## src/rtl/itch_stream_parser.sv

```systemverilog
// MoldUDP64 / ITCH stream parser: walks length-prefixed messages in each packet
// and emits every Add Order as a decoded record. Optional stats: PARSER_STATS_EN.
module itch_stream_parser #(
  parameter int          MOLD_HDR_LEN = 20,
  parameter logic [7:0]  ADD_TYPE     = 8'h41,
  parameter int          ADD_MIN_LEN  = 36,
  parameter int          QTY_W        = 16,
  parameter int          PRICE_W      = 32
) (
  input  logic               clk,
  input  logic               rst,
  input  logic [7:0]         s_axis_tdata,
  input  logic               s_axis_tvalid,
  output logic               s_axis_tready,
  input  logic               s_axis_tlast,
  output logic [63:0]        m_order_id,
  output logic [15:0]        m_stock_locate,
  output logic               m_side,
  output logic [QTY_W-1:0]   m_qty,
  output logic [PRICE_W-1:0] m_price,
  output logic               m_valid,
  input  logic               m_ready,
`ifdef PARSER_STATS_EN
  output logic [31:0]        stat_msgs,
  output logic [31:0]        stat_adds,
  output logic [31:0]        stat_errs,
`endif
  output logic               err_pulse
);

  typedef enum logic [1:0] {S_HDR, S_LEN_HI, S_LEN_LO, S_BODY} state_t;

  localparam state_t      START    = (MOLD_HDR_LEN == 0) ? S_LEN_HI : S_HDR;
  localparam logic [15:0] HDR_LAST = 16'(MOLD_HDR_LEN - 1);
  localparam logic [15:0] MIN_LEN  = 16'(ADD_MIN_LEN);
  localparam logic [32:0] QTY_MAX  = (33'd1 << QTY_W) - 33'd1;

  state_t               state_q;
  logic [15:0]          hdr_cnt_q;
  logic [7:0]           len_hi_q;
  logic [15:0]          len_q;
  logic [15:0]          idx_q;
  logic                 cap_q;
  logic [15:0]          locate_q;
  logic [63:0]          oref_q;
  logic                 side_q;
  logic [31:0]          shares_q;
  logic [31:0]          price_q;

  logic [63:0]          m_oref_q;
  logic [15:0]          m_locate_q;
  logic                 m_side_q;
  logic [QTY_W-1:0]     m_qty_q;
  logic [PRICE_W-1:0]   m_price_q;
  logic                 m_valid_q;
  logic                 err_q;

  logic                 acc;
  logic [15:0]          len_d;
  logic                 msg_last;
  logic                 cap_d;
  logic [15:0]          locate_d;
  logic [63:0]          oref_d;
  logic                 side_d;
  logic [31:0]          shares_d;
  logic [31:0]          price_d;
  logic [QTY_W-1:0]     qty_d;
  logic                 err_set;
  logic                 msg_done;
  logic                 load;

  assign s_axis_tready = !m_valid_q || m_ready;
  assign acc           = s_axis_tvalid && s_axis_tready;
  assign len_d         = {len_hi_q, s_axis_tdata};
  assign msg_last      = (idx_q == len_q - 16'd1);

  // Field capture sees the byte in flight so the final byte can feed the load directly.
  always_comb begin
    cap_d    = cap_q;
    locate_d = locate_q;
    oref_d   = oref_q;
    side_d   = side_q;
    shares_d = shares_q;
    price_d  = price_q;
    if (idx_q == 16'd0)
      cap_d = (s_axis_tdata == ADD_TYPE) && (len_q >= MIN_LEN);
    if (idx_q == 16'd1 || idx_q == 16'd2)
      locate_d = {locate_q[7:0], s_axis_tdata};
    if (idx_q >= 16'd11 && idx_q <= 16'd18)
      oref_d = {oref_q[55:0], s_axis_tdata};
    if (idx_q == 16'd19)
      side_d = (s_axis_tdata == 8'h42);
    if (idx_q >= 16'd20 && idx_q <= 16'd23)
      shares_d = {shares_q[23:0], s_axis_tdata};
    if (idx_q >= 16'd32 && idx_q <= 16'd35)
      price_d = {price_q[23:0], s_axis_tdata};
  end

  always_comb begin
    qty_d = shares_d[QTY_W-1:0];
    if ({1'b0, shares_d} > QTY_MAX)
      qty_d = '1;
  end

  always_comb begin
    err_set = 1'b0;
    if (acc && s_axis_tlast) begin
      case (state_q)
        S_HDR:    err_set = 1'b1;
        S_LEN_HI: err_set = 1'b1;
        S_LEN_LO: err_set = (len_d != 16'd0);
        S_BODY:   err_set = !msg_last;
        default:  err_set = 1'b0;
      endcase
    end
  end

  assign msg_done = acc && (state_q == S_BODY) && msg_last;
  assign load     = msg_done && cap_d;

  always_ff @(posedge clk) begin
    if (rst) begin
      state_q    <= START;
      hdr_cnt_q  <= '0;
      len_hi_q   <= '0;
      len_q      <= '0;
      idx_q      <= '0;
      cap_q      <= 1'b0;
      locate_q   <= '0;
      oref_q     <= '0;
      side_q     <= 1'b0;
      shares_q   <= '0;
      price_q    <= '0;
      m_oref_q   <= '0;
      m_locate_q <= '0;
      m_side_q   <= 1'b0;
      m_qty_q    <= '0;
      m_price_q  <= '0;
      m_valid_q  <= 1'b0;
      err_q      <= 1'b0;
    end else begin
      err_q <= err_set;
      if (m_valid_q && m_ready)
        m_valid_q <= 1'b0;
      if (acc) begin
        case (state_q)
          S_HDR: begin
            if (s_axis_tlast) begin
              hdr_cnt_q <= '0;
            end else if (hdr_cnt_q == HDR_LAST) begin
              hdr_cnt_q <= '0;
              state_q   <= S_LEN_HI;
            end else begin
              hdr_cnt_q <= hdr_cnt_q + 16'd1;
            end
          end
          S_LEN_HI: begin
            len_hi_q <= s_axis_tdata;
            state_q  <= s_axis_tlast ? START : S_LEN_LO;
          end
          S_LEN_LO: begin
            len_q <= len_d;
            idx_q <= '0;
            if (len_d == 16'd0)
              state_q <= s_axis_tlast ? START : S_LEN_HI;
            else
              state_q <= s_axis_tlast ? START : S_BODY;
          end
          S_BODY: begin
            cap_q    <= cap_d;
            locate_q <= locate_d;
            oref_q   <= oref_d;
            side_q   <= side_d;
            shares_q <= shares_d;
            price_q  <= price_d;
            idx_q    <= idx_q + 16'd1;
            if (msg_last)
              state_q <= s_axis_tlast ? START : S_LEN_HI;
            else if (s_axis_tlast)
              state_q <= START;
          end
          default: state_q <= START;
        endcase
      end
      // A load wins over a same-cycle accept so the new record stays valid.
      if (load) begin
        m_oref_q   <= oref_d;
        m_locate_q <= locate_d;
        m_side_q   <= side_d;
        m_qty_q    <= qty_d;
        m_price_q  <= price_d[PRICE_W-1:0];
        m_valid_q  <= 1'b1;
      end
    end
  end

`ifdef PARSER_STATS_EN
  logic [31:0] stat_msgs_q;
  logic [31:0] stat_adds_q;
  logic [31:0] stat_errs_q;

  always_ff @(posedge clk) begin
    if (rst) begin
      stat_msgs_q <= '0;
      stat_adds_q <= '0;
      stat_errs_q <= '0;
    end else begin
      if (msg_done) stat_msgs_q <= stat_msgs_q + 32'd1;
      if (load)     stat_adds_q <= stat_adds_q + 32'd1;
      if (err_set)  stat_errs_q <= stat_errs_q + 32'd1;
    end
  end

  assign stat_msgs = stat_msgs_q;
  assign stat_adds = stat_adds_q;
  assign stat_errs = stat_errs_q;
`endif

  assign m_order_id     = m_oref_q;
  assign m_stock_locate = m_locate_q;
  assign m_side         = m_side_q;
  assign m_qty          = m_qty_q;
  assign m_price        = m_price_q;
  assign m_valid        = m_valid_q;
  assign err_pulse      = err_q;

endmodule

```

## config.mk

```make
export PLATFORM = sky130hd
export DESIGN_NAME = itch_stream_parser
export DESIGN_NICKNAME = d
export VERILOG_FILES = /design/src/rtl/itch_stream_parser.sv
export SDC_FILE = /design/constraint.sdc
export NUM_CORES = 1
export LEC_CHECK = 0
export CORE_MARGIN = 2
export CORE_UTILIZATION = 58
export DETAILED_ROUTE_END_ITERATION = 6
export HOLD_SLACK_MARGIN = 0.02
export PLACE_DENSITY = 0.81
export SKIP_CTS_REPAIR_TIMING = 1
export SLEW_MARGIN = 20
export SYNTH_ARGS = -nofsm -noshare
export SYNTH_HDL_FRONTEND = slang
export SYNTH_SLANG_ARGS = --single-unit
```

## constraint.sdc

```tcl
create_clock -name clk -period 3.2 [get_ports clk]
set_clock_uncertainty 0.1 [all_clocks]
set_input_delay 0.64 -clock clk [delete_from_list [all_inputs] [get_ports clk]]
set_output_delay 0.64 -clock clk [all_outputs]
set_load 0.05 [all_outputs]
```

==> impl_metrics.py, run 1 <==
metrics = {
    "clock_tree": {
        "cts_tree": "yes",
        "clockBufferDepth": 3,
        "cts_buffers": 35,
        "cts_max_level": 2,
        "root_buffer": "clkbuf_16",
        "clock_sink_count": 335,
        "clkTransAtPathRegs_ps": 60,
        "clock_latency_ps": 520,
    },
    "sta": {
        "period_share": 0.955,
        "finalSetupTns_ps": 0,
        "hold_violations": 0,
        "relSlewSlack": 0.591,
        "max_freq_ghz": 0.327,
        "setup_ws_ps": 143,
        "fin_crit_ps": 3060,
        "rsz0062_at_grt": "false",
        "worst_slew_pin_slew_ps": 613,
        "setup_viol": 0,
        "slew_viol_final": 0,
    },
    "grt": {
        "grt_max_degree": 98,
        "grt_pass1_wl_um": 64500,
        "gr-usage-all-layers": 0.276,
        "grt_pass1_vias": 12923,
        "antenna_found_initial": 0,
        "grt_remaining_overflow": 0,
    },
    "synth": {
        "synth_edf_count": 0,
        "async_flop_share": 0,
        "netlist.area_leader.share": 0.440,
        "avgSynthCellArea_um2": 7.93,
        "ys.flop_type": "dfxtp_1",
        "synth_area_mm2": 0.0152,
        "ys_warn_count": 0,
        "synth_seq_area_share": 0.440,
        "ys_ff_latch": 335,
        "syn_inst": 1922,
        "synth_area_leaders": "dfxtp_1, nand2_1, mux2i_1",
        "synth_top_area_cell": "dfxtp_1",
        "syn-num-nets": 1941,
        "netlist_top_cells_count": "nand2_1, dfxtp_1, a21oi_1, nor2_1, nand3_1",
        "synth.most_common_cell": "nand2_1",
        "synth_cell_type_count": 58,
    },
    "place": {
        "hpwlAfterDp_um": 25200,
        "placed_area_mm2": 0.0171,
        "dp_slack_ps": 56.6,
        "place.gp.congestion": 0.934,
        "io_buffers": 144,
    },
    "floorplanning": {
        "initial_core_util": 0.588,
        "core_area_mm2": 0.0259,
        "io_pins": 145,
        "std_cell_rows": 59,
        "die_x_um": 166,
        "dieArea_mm2": 0.0276,
        "fp.dieH_um": 166,
    },
    "detailed_routing": {
        "dr.pass1.iters": 5,
        "drt-vias-per-instance": 5.80,
        "via_count": 13673,
        "wire_per_inst_um": 16.6,
        "drt-initial-drc-count": 1045,
        "wl_um": 39200,
        "drc": 0,
        "ant_nets": 0,
    },
    "power_and_ir_drop": {
        "pwr_density_cell_mw_per_mm2": 460,
        "ir_worst_vdd_uv": 339,
        "leakagePower_nw": 6.83,
    },
    "critical_path": {
        "worstSetupStartpointType": "register",
        "cp_max_fo": 51,
        "crit_chain": "nor4_4 > nand3_1 > or4_1 > a22oi_1 > and4b_4 > buf_12 > buf_4 > nand3_1 > o21ai_0",
        "path_common_cell": "nand3_1",
        "critPathKind": "register to register",
        "cp.required_ps": 3540,
        "critPathCaptureType": "register",
        "cp_slowest_cell": "or4_1",
        "worstPathArrival_ps": 3400,
        "reg2reg_depth": 9,
        "cpPeakStageDelay_ps": 510,
    },
    "min_path": {
        "whs_path_depth": 2,
        "min_path_type": "register to register",
    },
    "final_layout": {
        "drive_gt1_frac": 0.0692,
        "syn2layout_area_growth_pct": 19.3,
        "nNetsFinal": 2021,
        "diodes": 0,
        "finalInstanceArea_mm2": 0.0182,
    },
    "status": {
        "status": "completed",
    },
    "run": {
        "maxCapViolations": 0,
    },
}
-- flip-flops by register name, indices dropped and copies added, names as in the netlist --
signal and flops:
m_side 1, len_q 16, m_valid 1, m_stock_locate 16, m_qty 16, m_price 32
err_pulse 1, shares_q 32, m_order_id 64, cap_q 1, oref_q 64, hdr_cnt_q 16
len_hi_q 8, state_q 2, side_q 1, price_q 32, locate_q 16, idx_q 16
-- placed cells by master (no fill, tap or decap), drive strengths merged, types with 64 or more instances in the layout --
master / netlist / routed
clkdlybuf4s50: 0 / 142
dfxtp: 335 / 335
nor2: 167 / 167
nand3: 141 / 141
mux2i: 130 / 130
buf: 37 / 64
a21oi: 181 / 181
nand2: 355 / 355
nand2b: 117 / 117
o21ai: 123 / 123
-- per-stage QoR --
step	power, mW	utilization	std cells	hold slack (ps)
after detailed placement	4.47	0.659	2300	343
after global placement	4.46	0.659	2300	338
after CTS	8.40	0.702	2358	352
after global routing	8.61	0.702	2358	369
after floorplan	4.39	-	1922	332
final	8.37	0.702	2358	352
-- area by class of cell --
cell class                      count  area (um2)
Clock inverter                     13         124
Multi-Input combinational cell   1413        7850
Sequential cell                   335        6710
Inverter                           11        41.3
Clock buffer                       45         996
Timing Repair Buffer              206        2060
Fill cell                        2032        7720
Tap cell                          335         419
-- per-layer routing --
metal | up-vias | wire length [um] | part of all wire | track usage
li1 | 6653 | - | - | -
met2 | 403 | 18700 | 0.48 | 0.467
met1 | 6525 | 17100 | 0.44 | 0.361
met4 | 0 | 1180 | 0.030 | 0.0960
met5 | - | 0 | 0 | 0
met3 | 92 | 2200 | 0.056 | 0.0431
-- final timing paths --
path | startpoint | endpoint | slack [ps]
setup / recovery | len_q[2] | m_order_id[28] | 140
hold / removal | locate_q[8] | locate_q[8] | 350
setup reg to reg | len_q[2] | m_order_id[28] | 140
hold reg to reg | locate_q[8] | locate_q[8] | 350
-- critical path, delay by kind of cell (launching register included) --
kind	cells	cell delay (ps)
AOI/OAI and AO/OA	2	280
and+or+nand+nor	5	1630
DFF	1	400
buffers and inverters	2	520
-- cell families (layout without fill, tap and decap cells) --
kind of cell | Yosys count | count (layout) | synth area share
adder cells (fa/ha/maj) | 6 | 6 | 0.00492
AND/OR/NAND/NOR | 874 | 874 | 0.267
buffers and inverters | 174 | 275 | 0.0485
flip-flops | 335 | 335 | 0.440
AO/OA/AOI/OAI | 360 | 360 | 0.129
XOR/XNOR | 42 | 42 | 0.0241
multiplexers | 131 | 131 | 0.0861
-- power breakdown --
| part | switching [mW] | internal (mW) |
|---|---|---|
| registers | 0.00194 | 4.17 |
| logic | 0.132 | 0.0714 |
| clock network | 1.64 | 2.35 |
No activity file was read; power rests on OpenSTA's default activity.
==> run 2, diff against run 1 <==
--- a/config.mk
+++ b/config.mk
@@ -8,7 +8,7 @@
 export CORE_MARGIN = 2
 export CORE_UTILIZATION = 58
 export DETAILED_ROUTE_END_ITERATION = 6
-export HOLD_SLACK_MARGIN = 0.02
+export HOLD_SLACK_MARGIN = 0.06
 export PLACE_DENSITY = 0.81
 export SKIP_CTS_REPAIR_TIMING = 1
 export SLEW_MARGIN = 20
==> results of run 2 <==
The final DEF is identical to that of run 1; final timing and power are the same.
